## src/rtl/square_ring_animator.sv

```systemverilog
`default_nettype none
// ---------------------------------------------------------------------------
// square_ring_animator : square glyph circling a multiplexed 7-seg row
// Revision 1.0
// ---------------------------------------------------------------------------
module square_ring_animator #(
   parameter int DIGITS = 4,
   parameter int PER_W  = 18
) (
   input  logic              clk,
   input  logic              rst,
   input  logic              start,
   input  logic              stop,
   input  logic              en,
   input  logic              cw,
   input  logic              oneshot,
   input  logic [PER_W-1:0]  period,
   output logic [DIGITS-1:0] an,
   output logic [6:0]        sseg,
   output logic              busy,
   output logic              done
);

   localparam int PW = $clog2(2 * DIGITS);

   localparam logic [6:0]    c_top   = 7'b0011100;
   localparam logic [6:0]    c_bot   = 7'b1100010;
   localparam logic [6:0]    c_blank = 7'b1111111;
   localparam logic [PW-1:0] c_dig   = PW'(DIGITS);
   localparam logic [PW-1:0] c_last  = PW'(2 * DIGITS - 1);

   typedef enum logic [1:0] {
      S_IDLE = 2'd0,
      S_RUN  = 2'd1,
      S_DONE = 2'd2
   } state_t;

   state_t            state_q, state_d;
   logic [PW-1:0]     p_q, p_d;
   logic [PW-1:0]     sc_q, sc_d;
   logic [PER_W-1:0]  t_q, t_d;
   logic [PW-1:0]     w_idx;

   always_ff @(posedge clk) begin
      if (!rst) begin
         state_q <= S_IDLE;
         p_q     <= '0;
         sc_q    <= '0;
         t_q     <= '0;
      end else begin
         state_q <= state_d;
         p_q     <= p_d;
         sc_q    <= sc_d;
         t_q     <= t_d;
      end
   end

   always_comb begin
      state_d = state_q;
      p_d     = p_q;
      sc_d    = sc_q;
      t_d     = t_q;
      unique case (state_q)
         S_IDLE: begin
            if (start && !stop) begin
               state_d = S_RUN;
               p_d     = '0;
               sc_d    = '0;
               t_d     = '0;
            end
         end
         S_RUN: begin
            if (stop) begin
               state_d = S_IDLE;
               p_d     = '0;
               sc_d    = '0;
               t_d     = '0;
            end else if (start) begin
               p_d  = '0;
               sc_d = '0;
               t_d  = '0;
            end else if (en) begin
               if (t_q >= period) begin
                  t_d = '0;
                  // final step of a one-shot revolution ends without moving
                  if (oneshot && (sc_q == c_last)) begin
                     state_d = S_DONE;
                  end else begin
                     if (cw) p_d = (p_q == c_last) ? '0 : p_q + PW'(1);
                     else    p_d = (p_q == '0) ? c_last : p_q - PW'(1);
                     sc_d = (sc_q == c_last) ? '0 : sc_q + PW'(1);
                  end
               end else begin
                  t_d = t_q + PER_W'(1);
               end
            end
         end
         S_DONE: begin
            state_d = S_IDLE;
            p_d     = '0;
            sc_d    = '0;
            t_d     = '0;
         end
         default: begin
            state_d = S_IDLE;
         end
      endcase
   end

   always_comb begin
      an    = '1;
      sseg  = c_blank;
      busy  = 1'b0;
      done  = 1'b0;
      w_idx = '0;
      unique case (state_q)
         S_RUN: begin
            busy = 1'b1;
            // top pass runs left to right, bottom pass right to left
            if (p_q < c_dig) begin
               sseg  = c_top;
               w_idx = c_dig - PW'(1) - p_q;
            end else begin
               sseg  = c_bot;
               w_idx = p_q - c_dig;
            end
            an = ~(DIGITS'(1) << w_idx);
         end
         S_DONE: begin
            done = 1'b1;
         end
         default: begin
         end
      endcase
   end

endmodule
`default_nettype wire

```

## config.mk

```make
export PLATFORM = sky130hd
export DESIGN_NAME = square_ring_animator
export DESIGN_NICKNAME = d
export VERILOG_FILES = /design/src/rtl/square_ring_animator.sv
export SDC_FILE = /design/constraint.sdc
export NUM_CORES = 1
export LEC_CHECK = 0
export CAP_MARGIN = 20
export CORE_MARGIN = 5
export CORE_UTILIZATION = 45
export CTS_CLUSTER_DIAMETER = 60
export DETAILED_ROUTE_END_ITERATION = 8
export GPL_ROUTABILITY_DRIVEN = 0
export PLACE_DENSITY = 0.85
export SKIP_CTS_REPAIR_TIMING = 1
export SLEW_MARGIN = 10
export SYNTH_ARGS = -nofsm -noshare
export SYNTH_HDL_FRONTEND = slang
export SYNTH_SLANG_ARGS = --single-unit
```

## constraint.sdc

```tcl
create_clock -name clk -period 2.3 [get_ports clk]
set_clock_uncertainty 0.15 [all_clocks]
set_input_delay 0.23 -clock clk [delete_from_list [all_inputs] [get_ports clk]]
set_output_delay 0.23 -clock clk [all_outputs]
set_load 0.02 [all_outputs]
```

==> results.sh <==
export IMPL_setup_ws_ps=-68.30
export IMPL_synth_most_common_cell="dfxtp_1"
export IMPL_p_seq_frac=0.444
export IMPL_grt_first_pass_wirelength_um=6775
export IMPL_power_density_mw_per_mm2=354.7
export IMPL_ys_types=43
export IMPL_power_switching_uw=241.5
export IMPL_fmax_mhz=422.2
export IMPL_async_flop_share=0
export IMPL_syn2layout_area_growth_pct=50.95
export IMPL_h_tree_depth=1
export IMPL_ys_warn_count=0
export IMPL_cts_root_buf="clkbuf_8"
export IMPL_clk_latency_ps=280
export IMPL_p_int_uw=777.4
export IMPL_rsz0062_at_grt="true"
export IMPL_drc=0
export IMPL_dr_pass1_iters=4
export IMPL_grt_overflow=0
export IMPL_routedWlPerCell_um=15.41
export IMPL_clockPowerShare=0.377
export IMPL_dieArea_mm2=0.005630
export IMPL_period_minus_slack_ps=2368
export IMPL_leakagePower_nw=1.218
export IMPL_maxCapViolCount=0
export IMPL_grt_pass1_vias=1601
export IMPL_netlist_top_cells_count="26 x dfxtp_1, 25 x ha_1, 24 x inv_1, 24 x nand2_1, 22 x nor2_1"
export IMPL_grt_antenna_before_repair=0
export IMPL_synth_ff_type="dfxtp_1"
export IMPL_fin_setup_tns_ps=-113.0
export IMPL_num_rows=23
export IMPL_cts_made_buffers=3
export IMPL_violations="setup timing"
export IMPL_crit_type="reg2reg"
export IMPL_status="finished, violations left"
export IMPL_drt_iter0_markers=106
export IMPL_synth_area_mm2=0.001903
export IMPL_cts_tree="built"
export IMPL_relSlewSlack=0.6058
export IMPL_cp_cell_sequence="ha_4 > nand4_1 > nor4_4 > o21a_2 > nor3b_4 > or4b_1 > o22ai_1"
export IMPL_drive_gt1_frac=0.3000
export IMPL_cp_max_fo=5
export IMPL_hold_class="reg2reg"
export IMPL_start_util=0.4690
export IMPL_cp_arrival_ps=2430
export IMPL_vias_per_cell=5.479
export IMPL_cts_buffer_depth=2
export IMPL_peakVddDrop_uv=458.0
export IMPL_critical_path_startpoint_type="flop"
export IMPL_diodes=0
export IMPL_syn_area_per_cell_um2=8.098
export IMPL_cp_slowest_cell="or4b_1"
export IMPL_dp_hpwl_um=3355
export IMPL_worst_pin_slew_ps=589.2
export IMPL_cpPeakStageDelay_ps=530
export IMPL_syn_num_nets=285
export IMPL_synth_top_area_share=0.2735
export IMPL_drv_slew=0
export IMPL_hold_slack_ps=340.7
export IMPL_layout_nets=341
export IMPL_min_period_over_period=1.030
export IMPL_grt_max_degree=16
export IMPL_die_h_um=75.03
export IMPL_clkSinkCount=26
export IMPL_setup_viol=3
export IMPL_synth_seq_area_share=0.2735
export IMPL_core_area_mm2=0.004058
export IMPL_die_w_um=75.03
export IMPL_num_io_pins=38
export IMPL_routed_wl_um=5238
export IMPL_clkTransAtPathRegs_ps=90
export IMPL_grtUsageTotal=0.1521
export IMPL_swShare=0.2370
export IMPL_required_ps=2360
export IMPL_yosys_top_cells_area="dfxtp_1 27%, ha_1 16%, inv_1 4.7%, nand2_1 4.7%, nor2_1 4.3%"
export IMPL_synth_edf_count=0
export IMPL_combPwrFrac=0.178
export IMPL_port_buffers=37
export IMPL_hold_viol_final=0
export IMPL_dr_total_vias=1863
export IMPL_yosys_area_top_type="dfxtp_1"
export IMPL_ant_nets=0
export IMPL_ys_ff_latch=26
export IMPL_end_kind="flop"
export IMPL_synth_cells=235
-- cell families (layout without fill, tap and decap cells) --
logic type,Yosys count,count (layout),synth area share
AO/OA/AOI/OAI,39,39,0.1276
multiplexers,1,1,0.005260
AND/OR/NAND/NOR,95,95,0.2781
XOR/XNOR,16,16,0.07364
flip-flops,26,26,0.2735
buffers and inverters,33,88,0.07758
adder cells (fa/ha/maj),25,25,0.1644
-- sequential cells by signal, indices dropped and copies added, names as in the netlist --
| name | flops |
|---|---|
| sc_q | 3 |
| t_q | 18 |
| p_q | 3 |
| state_q | 2 |
-- worst paths after layout --
path | from | endpoint | slack, ps | cells past startpoint
min reg2reg | sc_q[1] | sc_q[1] | 340 | 2
max | t_q[13] | sc_q[0] | -70 | 7
min | sc_q[1] | sc_q[1] | 340 | 2
max reg2reg | t_q[13] | sc_q[0] | -70 | 7
-- metrics by stage --
stage	area, µm²	power [mW]	utilization	cells	worst slack, ps
after floorplan	1903	0.5302	-	235	129.3
after global placement	2414	0.6002	0.5948	331	-375.7
after detailed placement	2414	0.6034	0.5948	331	-461.6
after CTS	2485	0.9797	0.6124	335	-167.8
after global routing	2873	1.062	0.7080	340	-202.1
final	2873	1.019	0.7080	340	-68.30
-- layout make-up --
cell class,instances,area [µm²]
fillers,270,1185
clock inverters,1,30.03
clock buffers,3,41.29
multi-input cells,176,1521
repair buffers,60,590.6
flip-flops and latches,26,536.8
inverters,24,90.09
well taps,50,62.56
-- power by group through the flow --
stage | sequential (mW) | combinational (mW) | clock [mW]
detailed placement | 0.464 | 0.139 | 0
CTS | 0.454 | 0.140 | 0.386
global route | 0.453 | 0.196 | 0.413
global placement | 0.464 | 0.136 | 0
floorplan | 0.464 | 0.0665 | 0
finish | 0.453 | 0.182 | 0.384
-- worst max-delay path: cells and delay by family (launching register included) --
kind	cells	cell delay, ps
and+or+nand+nor	4	1130
AOI/OAI and AO/OA	2	380
DFF	1	370
adders and majority gates	1	280
-- placed cells by master (no fill, tap or decap), types with 9 or more instances in the layout --
cell,count
buf_4,20
clkdlybuf4s50_1,26
dfxtp_1,15
dfxtp_2,10
dlymetal6s2s_1,11
ha_1,10
ha_4,15
inv_1,13
inv_2,11
nand2_1,22
nand3_1,9
nor2_1,21
xnor2_1,9
-- per-layer routing --
metal / up-vias / global-route usage / wire length, µm
li1: 919 / - / -
met4: 0 / 0.02372 / 212
met3: 20 / 0.02937 / 220
met5: - / 0 / 0
met2: 47 / 0.2785 / 2660
met1: 877 / 0.1869 / 2145
Note: power is estimated with default switching activity, not from simulation.
